## src/rtl/fetch_unit_if.sv

```systemverilog
// Instruction-memory request/response bus for the fetch stage.
// One read outstanding at a time; address held until the response.
interface fetch_unit_if;
  logic        IMEM_REQ;
  logic [31:0] IMEM_ADDR;
  logic [31:0] IMEM_RDATA;
  logic        IMEM_VALID;

  modport master (
    output IMEM_REQ, IMEM_ADDR,
    input  IMEM_RDATA, IMEM_VALID
  );

  modport slave (
    input  IMEM_REQ, IMEM_ADDR,
    output IMEM_RDATA, IMEM_VALID
  );
endinterface

```

## src/rtl/fetch_unit.sv

```systemverilog
// Instruction fetch stage: PC, one-deep request FSM, skid buffer
// and the IF/ID pipeline register.
module fetch_unit (
  input  logic         CLK,
  input  logic         RST,
  input  logic [1:0]   PC_SOURCE,
  input  logic [31:0]  MUX_JALR,
  input  logic [31:0]  MUX_BRANCH,
  input  logic [31:0]  MUX_JAL,
  input  logic         STALL,
  fetch_unit_if.master imem,
  output logic [31:0]  FETCH_REG_OUT,
  output logic [31:0]  FETCH_REG_PC,
  output logic [31:0]  FETCH_REG_PC_4,
  output logic         FETCH_VALID
);
  typedef enum logic [1:0] {
    S_REQ, S_WAIT, S_HOLD
  } state_e;

  localparam logic [31:0] NOP = 32'h0000_0013;

  state_e      state_q, state_d;
  logic [31:0] pc_q, pc_d;
  logic [31:0] ir_q, ir_d;
  logic [31:0] irpc_q, irpc_d;
  logic [31:0] irpc4_q, irpc4_d;
  logic [31:0] skir_q, skir_d;
  logic [31:0] skpc_q, skpc_d;
  logic        vld_q, vld_d;
  logic        drop_q, drop_d;
  logic        redir, resp;
  logic [31:0] sel, tgt;

  assign redir = PC_SOURCE != 2'd0;
  assign resp  = (state_q == S_WAIT) && imem.IMEM_VALID;

  always_comb begin
    sel = MUX_JAL;
    unique case (1'b1)
      PC_SOURCE == 2'd1: sel = MUX_JALR;
      PC_SOURCE == 2'd2: sel = MUX_BRANCH;
      default:           sel = MUX_JAL;
    endcase
  end

  assign tgt = sel & 32'hFFFF_FFFC;

  always_ff @(posedge CLK or negedge RST) begin
    if (!RST) state_q <= S_REQ;
    else      state_q <= state_d;
  end

  always_comb begin
    state_d = state_q;
    unique case (state_q)
      S_REQ:  if (!redir) state_d = S_WAIT;
      S_WAIT: begin
        if (imem.IMEM_VALID)
          state_d = (redir || drop_q || !STALL)
                    ? S_REQ : S_HOLD;
      end
      S_HOLD: if (redir || !STALL) state_d = S_REQ;
      default: state_d = S_REQ;
    endcase
  end

  always_comb begin
    imem.IMEM_REQ  = RST && (state_q == S_REQ) && !redir;
    imem.IMEM_ADDR = pc_q;
  end

  always_comb begin
    pc_d    = pc_q;
    ir_d    = ir_q;
    irpc_d  = irpc_q;
    irpc4_d = irpc4_q;
    vld_d   = vld_q;
    skir_d  = skir_q;
    skpc_d  = skpc_q;
    drop_d  = drop_q;
    if (redir) begin
      pc_d   = tgt;
      ir_d   = NOP;
      vld_d  = 1'b0;
      skir_d = '0;
      skpc_d = '0;
      // an unanswered request must not land after the jump
      drop_d = (state_q == S_WAIT) && !imem.IMEM_VALID;
    end else if (resp && drop_q) begin
      drop_d = 1'b0;
      if (!STALL) begin
        ir_d  = NOP;
        vld_d = 1'b0;
      end
    end else if (resp && !STALL) begin
      ir_d    = imem.IMEM_RDATA;
      irpc_d  = pc_q;
      irpc4_d = pc_q + 32'd4;
      vld_d   = 1'b1;
      pc_d    = pc_q + 32'd4;
    end else if (resp) begin
      skir_d = imem.IMEM_RDATA;
      skpc_d = pc_q;
      pc_d   = pc_q + 32'd4;
    end else if (state_q == S_HOLD && !STALL) begin
      ir_d    = skir_q;
      irpc_d  = skpc_q;
      irpc4_d = skpc_q + 32'd4;
      vld_d   = 1'b1;
    end else if (!STALL) begin
      ir_d  = NOP;
      vld_d = 1'b0;
    end
  end

  always_ff @(posedge CLK or negedge RST) begin
    if (!RST) begin
      pc_q    <= '0;
      ir_q    <= NOP;
      irpc_q  <= '0;
      irpc4_q <= '0;
      vld_q   <= 1'b0;
      skir_q  <= '0;
      skpc_q  <= '0;
      drop_q  <= 1'b0;
    end else begin
      pc_q    <= pc_d;
      ir_q    <= ir_d;
      irpc_q  <= irpc_d;
      irpc4_q <= irpc4_d;
      vld_q   <= vld_d;
      skir_q  <= skir_d;
      skpc_q  <= skpc_d;
      drop_q  <= drop_d;
    end
  end

  assign FETCH_REG_OUT  = ir_q;
  assign FETCH_REG_PC   = irpc_q;
  assign FETCH_REG_PC_4 = irpc4_q;
  assign FETCH_VALID    = vld_q;
endmodule

```

## src/flat_wrapper.sv

```systemverilog
// flat-port wrapper written by rule: the top's interface ports become plain ports
module fetch_unit_flat 
  (CLK, RST, PC_SOURCE, MUX_JALR, MUX_BRANCH, MUX_JAL, STALL, FETCH_REG_OUT, FETCH_REG_PC, FETCH_REG_PC_4, FETCH_VALID, imem_IMEM_REQ, imem_IMEM_ADDR, imem_IMEM_RDATA, imem_IMEM_VALID);
  fetch_unit_if imem_i ();
  input  logic CLK;
  input  logic RST;
  input  logic [1:0] PC_SOURCE;
  input  logic [31:0] MUX_JALR;
  input  logic [31:0] MUX_BRANCH;
  input  logic [31:0] MUX_JAL;
  input  logic STALL;
  output logic [31:0] FETCH_REG_OUT;
  output logic [31:0] FETCH_REG_PC;
  output logic [31:0] FETCH_REG_PC_4;
  output logic FETCH_VALID;
  output wire logic [$bits(imem_i.IMEM_REQ)-1:0] imem_IMEM_REQ;
  output wire logic [$bits(imem_i.IMEM_ADDR)-1:0] imem_IMEM_ADDR;
  input wire logic [$bits(imem_i.IMEM_RDATA)-1:0] imem_IMEM_RDATA;
  input wire logic [$bits(imem_i.IMEM_VALID)-1:0] imem_IMEM_VALID;
  assign imem_IMEM_REQ = imem_i.IMEM_REQ;
  assign imem_IMEM_ADDR = imem_i.IMEM_ADDR;
  assign imem_i.IMEM_RDATA = imem_IMEM_RDATA;
  assign imem_i.IMEM_VALID = imem_IMEM_VALID;
  fetch_unit u_core (.CLK(CLK), .RST(RST), .PC_SOURCE(PC_SOURCE), .MUX_JALR(MUX_JALR), .MUX_BRANCH(MUX_BRANCH), .MUX_JAL(MUX_JAL), .STALL(STALL), .imem(imem_i), .FETCH_REG_OUT(FETCH_REG_OUT), .FETCH_REG_PC(FETCH_REG_PC), .FETCH_REG_PC_4(FETCH_REG_PC_4), .FETCH_VALID(FETCH_VALID));
endmodule
```

## config.mk

```make
export PLATFORM = sky130hd
export DESIGN_NAME = fetch_unit_flat
export DESIGN_NICKNAME = d
export VERILOG_FILES = /design/src/rtl/fetch_unit_if.sv /design/src/rtl/fetch_unit.sv /design/src/flat_wrapper.sv
export SDC_FILE = /design/constraint.sdc
export NUM_CORES = 1
export LEC_CHECK = 0
export ABC_AREA = 1
export CAP_MARGIN = 20
export CORE_AREA = 2 2 193 195
export DETAILED_ROUTE_END_ITERATION = 10
export DIE_AREA = 0 0 195 197
export PLACE_DENSITY = 0.49
export SKIP_CTS_REPAIR_TIMING = 1
export SYNTH_ARGS = -nofsm -noshare
export SYNTH_HDL_FRONTEND = slang
export SYNTH_SLANG_ARGS = --single-unit
```

## constraint.sdc

```tcl
create_clock -name CLK -period 2.25 [get_ports CLK]
set_clock_uncertainty 0.15 [all_clocks]
set_input_delay 0.45 -clock CLK [delete_from_list [all_inputs] [get_ports CLK]]
set_output_delay 0.45 -clock CLK [all_outputs]
set_load 0.05 [all_outputs]
```

==> Word level (Yosys, flattened, before mapping) <==
Index checks and enable logic that the tools add are counted.
{ "word_totals": {"input_bits": 134, "wordCells": 85, "out_inout_bits": 130, "reg_bits": 196} }
{ "op_classes": {"bitwise": 2, "n_reduce_logical": 23, "n_eq_ne": 11, "addsub": 2, "n_mux": 38} }
{ "ops": {"columns": ["cell", "n"], "rows": [
  ["two-way mux 32 bit", 24],
  ["adder 32 x 3 -> 32 bit, second input constant", 2],
  ["one-hot mux 32 bit (2 select lines)", 1],
  ["two-way mux 1 bit", 8],
  ["two-way mux 2 bit", 4],
  ["nonzero test 2 bit", 4],
  ["logical AND 1 bit", 7],
  ["inequality test 2 x 1 -> 1 bit, second input constant", 3],
  ["inequality test 2 bit, second input constant", 3],
  ["one-hot mux 2 bit (3 select lines)", 1],
  ["AND reduction 3 bit", 2],
  ["equality test 2 x 1 -> 1 bit, second input constant", 2],
  ["equality test 2 bit, second input constant", 2],
  ["inequality test 4 x 3 -> 1 bit, second input constant", 1],
  ["AND reduction 4 bit", 1],
  ["logical NOT 1 bit", 3],
  ["logical OR 1 bit", 3],
  ["nonzero test 3 bit", 1],
  ["logical NOT 2 bit", 1],
  ["inverter 1 bit", 2],
  ["AND reduction 2 bit", 1]
]} }

==> Logic depth before layout (Yosys ltp) <==
{ "depth": {"word_depth": 7, "depth_mapped": 12, "depth_no_buf": 11} }

==> Least setup slack after synthesis <==
OpenSTA, ideal clock, no wires.
{ "synth_path": {"kind": "input-to-output", "start": "input PC_SOURCE[0]", "end": "output imem_IMEM_REQ", "path_stages": 6, "path_buffers": 2, "t_required_ns": 1.650, "setup_slack_ns": -0.295, "arrival_time_ns": 1.945, "cell_sequence": "inv_1 ha_1 buf_4 clkbuf_1 nand2_1 nor2_1"} }
{ "synth_between": {"elab_chain_cells": 3} }
{ "synth_rtl": {"columns": ["item", "line_no", "source"], "rows": [
  ["start: declaration", "flat_wrapper.sv:7", "input logic [1:0] PC_SOURCE;"],
  ["nonzero test 2 bit", "fetch_unit.sv:35", "assign redir = PC_SOURCE != 2'd0;"],
  ["logical NOT 1 bit", null, null],
  ["logical AND 1 bit", "fetch_unit.sv:69", "imem.IMEM_REQ = RST && (state_q == S_REQ) && !redir;"],
  ["end: declaration", "flat_wrapper.sv:16", "output wire logic [$bits(imem_i.IMEM_REQ)-1:0] imem_IMEM_REQ;"]
]} }
No other way between the ends.

==> Worst setup path in the final report <==
{ "layout_path": {"start": "register u_core.ir_q[11], in the netlist u_core.FETCH_REG_OUT[11]", "end": "output FETCH_REG_OUT[11]"} }
{ "layout_rtl": {"columns": ["item", "line_no", "source"], "rows": [
  ["start: declaration", "fetch_unit.sv:25", "logic [31:0] ir_q, ir_d;"],
  ["start signal: assignment", "fetch_unit.sv:129", "ir_q <= ir_d;"],
  ["end: declaration", "flat_wrapper.sv:12", "output logic [31:0] FETCH_REG_OUT;"]
]} }
No word-level cell between the ends.

==> impl_metrics.json <==
{
  "yosysSeqAreaShare_pct": 43.9,
  "crit_path_max_fanout": 2,
  "synth_xor_area_share_pct": 1.14,
  "timing.final.crit_share_pct": 98.3,
  "clock_power_share_pct": 29.0,
  "final_area_um2": 15000,
  "critPathKind": "register to output port",
  "rsz0062_at_grt": "false",
  "grt_remaining_overflow": 0,
  "status": "finished clean",
  "area_delta_synth_final_pct": 40.0,
  "yosysUniqueCellTypes": 34,
  "cp_slowest_cell": "clkdlybuf4s50_1",
  "combPwrFrac_pct": 33.9,
  "coreArea_um2": 36300,
  "drive_gt1_share_pct": 14.7,
  "syn_area_um2": 10700,
  "syn_area_per_cell_um2": 7.26,
  "synth_compound_area_share_pct": 14.9,
  "drtIter0Drc": 868,
  "path_buf_inv": 1,
  "async_reset_ff_share_pct": 100,
  "route.detailed.drc": 0,
  "synth_top_family_by_area": "simple AND/OR/NAND/NOR gates",
  "grt_start_max_net_pins": 127,
  "ys_seq_elements": 188,
  "drtAntennaViolNets": 0,
  "cts_tree": "yes",
  "worstReg2RegEnd": "u_core.FETCH_REG_PC_4[18]",
  "setup_tns_ns": 0,
  "critPathRequiredTime_ns": 1.65,
  "cts.clk_slew.worst_paths_ns": 0.07,
  "ir_drop_mv": 0.559,
  "final-setup-viol-count": 0,
  "wl_per_cell_um": 18.7,
  "vias_per_cell": 4.92,
  "cts_buffers": 17,
  "yosysTopAreaCell": "dfrtp_1",
  "place.gp.congestion": 0.892,
  "worst_slack_ns": 0.0375,
  "cell_internal_pwr_w": 0.00667,
  "worstPathCellList": "clkdlybuf4s50_1",
  "seqPwrFrac_pct": 37.2,
  "antenna_found_initial": 4,
  "cp-end-kind": "output port",
  "final_nets": 1917,
  "grt_pass1_vias": 10700,
  "clk_latency_ns": 0.45,
  "synthAdderAreaFrac_pct": 0.583,
  "clkSinkCount": 188,
  "r2r_cells": 9,
  "io_pins": 264,
  "hp-class": "input pin to async pin",
  "synth_ff_type": "dfrtp_1",
  "ys_warn_count": 0,
  "swShare_pct": 38.8,
  "synth.area.mux_share_pct": 0,
  "power.total_w": 0.0109,
  "place_hpwl_mm": 32.3,
  "fmax_mhz": 452,
  "slowest_delay_ns": 0.81,
  "cts_buffer_depth": 2,
  "synth_edf_count": 0,
  "r2r-start": "u_core.imem.IMEM_ADDR[2]",
  "placed_cell_area_um2": 14300,
  "root_buffer": "clkbuf_16",
  "period_minus_slack_ns": 2.21,
  "die_h_um": 197,
  "synth_top_area_share_pct": 43.2,
  "switchingPower_w": 0.00423,
  "reg2reg_slack_ns": 0.14,
  "cap_viol_max_count": 0,
  "cp.arrival_ns": 1.61,
  "relSlewSlack_pct": 44.3,
  "leakagePower_nw": 7.01,
  "worst_pin_slew_ns": 0.836,
  "final_max_slew_viol_count": 0,
  "critPathLaunchType": "register",
  "die-area_um2": 38400,
  "yosys.area_share.simple_pct": 31.3,
  "p_per_area_nw_per_um2": 726,
  "die_w_um": 195,
  "std_cell_rows": 70,
  "grt_pass1_wl_mm": 65.2,
  "grt_use_total_pct": 22.3,
  "fin_cells": 2261,
  "via_count": 11100,
  "postSynthCellCount": 1477,
  "routed_wl_mm": 42.4,
  "io_buffers": 251,
  "drt_pass1_iterations": 5,
  "placed_cells": 2223,
  "hold_viol": 0,
  "initial_core_util_pct": 29.6,
  "ys_top_cells_by_area": "dfrtp_1 43%, nand2_1 18%, nand3_1 6.6%",
  "h-tree-depth": 4,
  "path_delay_family": "buffers and inverters",
  "pre_cts_ws_ns": -0.227
}
[power groups by stage]
stage / clock (W) / combinational, W / sequential, W
detailed placement: 0 / 0.00370 / 0.00412
global placement: 0 / 0.00368 / 0.00412
finish: 0.00316 / 0.00369 / 0.00405
floorplan: 0 / 0.000911 / 0.00529
global route: 0.00334 / 0.00393 / 0.00411
CTS: 0.00324 / 0.00370 / 0.00405
[final cells by class]
| cell class | count | area [um2] |
|---|---|---|
| Sequential cell | 188 | 4710 |
| Tap cell | 468 | 586 |
| Multi-Input combinational cell | 1098 | 5190 |
| Inverter | 112 | 420 |
| Fill cell | 3794 | 21200 |
| Clock inverter | 12 | 138 |
| Antenna cell | 2 | 5.00 |
| Clock buffer | 20 | 447 |
| Timing Repair Buffer | 361 | 3520 |
[stage by stage]
step	utilization [%]	hold WS [ns]
2_1_floorplan	-	0.00441
3_3_place_gp	39.4	0.127
3_5_place_dp	39.4	0.126
4_1_cts	41.0	-0.360
5_1_grt	41.4	0.221
6_report	41.4	0.232
[metal layers]
layer,global-route usage [%],part of all wire [%]
met5,0,0.031
met4,5.85,1.9
met3,4.88,7.1
met2,34.3,44
met1,31.7,47
[registers in the layout, indices dropped and copies added, names as in the netlist]
signal                 cells
u_core.FETCH_REG_OUT      32
u_core.FETCH_REG_PC_4     30
u_core.FETCH_VALID         1
u_core.skir_q             32
u_core.drop_q              1
u_core.imem.IMEM_ADDR     30
u_core.FETCH_REG_PC       30
u_core.skpc_q             30
u_core.state_q             2
[logic make-up after synthesis]
group | after synthesis
and+or+nand+nor | 823
xor gates and xnor gates | 14
other | 1
adders and majority gates | 5
DFF | 188
buffers and inverters | 196
AOI/OAI and AO/OA | 250
[worst max-delay path by stage]
| stage | slack (ns) | cells after the start | end | start |
|---|---|---|---|---|
| final | 0.04 | 1 | FETCH_REG_OUT[11] | u_core.FETCH_REG_OUT[11] |
| after global routing | 0.0004 | 1 | FETCH_REG_OUT[11] | u_core.FETCH_REG_OUT[11] |
| after CTS | -0.16 | 6 | imem_IMEM_REQ | PC_SOURCE[0] |
| after detailed placement | -0.23 | 8 | u_core.FETCH_REG_PC_4[2] | PC_SOURCE[0] |
| after global placement | -0.20 | 8 | u_core.FETCH_REG_PC_4[2] | PC_SOURCE[0] |
| after floorplan | 0.04 | 6 | imem_IMEM_REQ | PC_SOURCE[0] |
[layout by cell type, fill, tap and decap left out, types with 30 or more instances in the layout]
master / instances
buf_4: 168
clkdlybuf4s50_1: 132
dfrtp_1: 185
dlymetal6s2s_1: 36
inv_1: 103
nand2_1: 514
nand3_1: 142
nor2_1: 140
o211ai_1: 63
o21ai_0: 62
o21ai_1: 30
o22ai_1: 31
[synthesized netlist by cell type, drive strengths merged, types with 3 or more instances]
library cell  number
ha                 5
o21ai             92
a31oi             30
nor2             150
xor2              13
o22ai             31
o221ai            14
a21oi             19
buf               54
nand4              5
dfstp              3
inv              112
nand2            521
clkbuf            30
o211ai            63
nand3            143
dfrtp            185
Note: power is estimated with default switching activity, not from simulation.
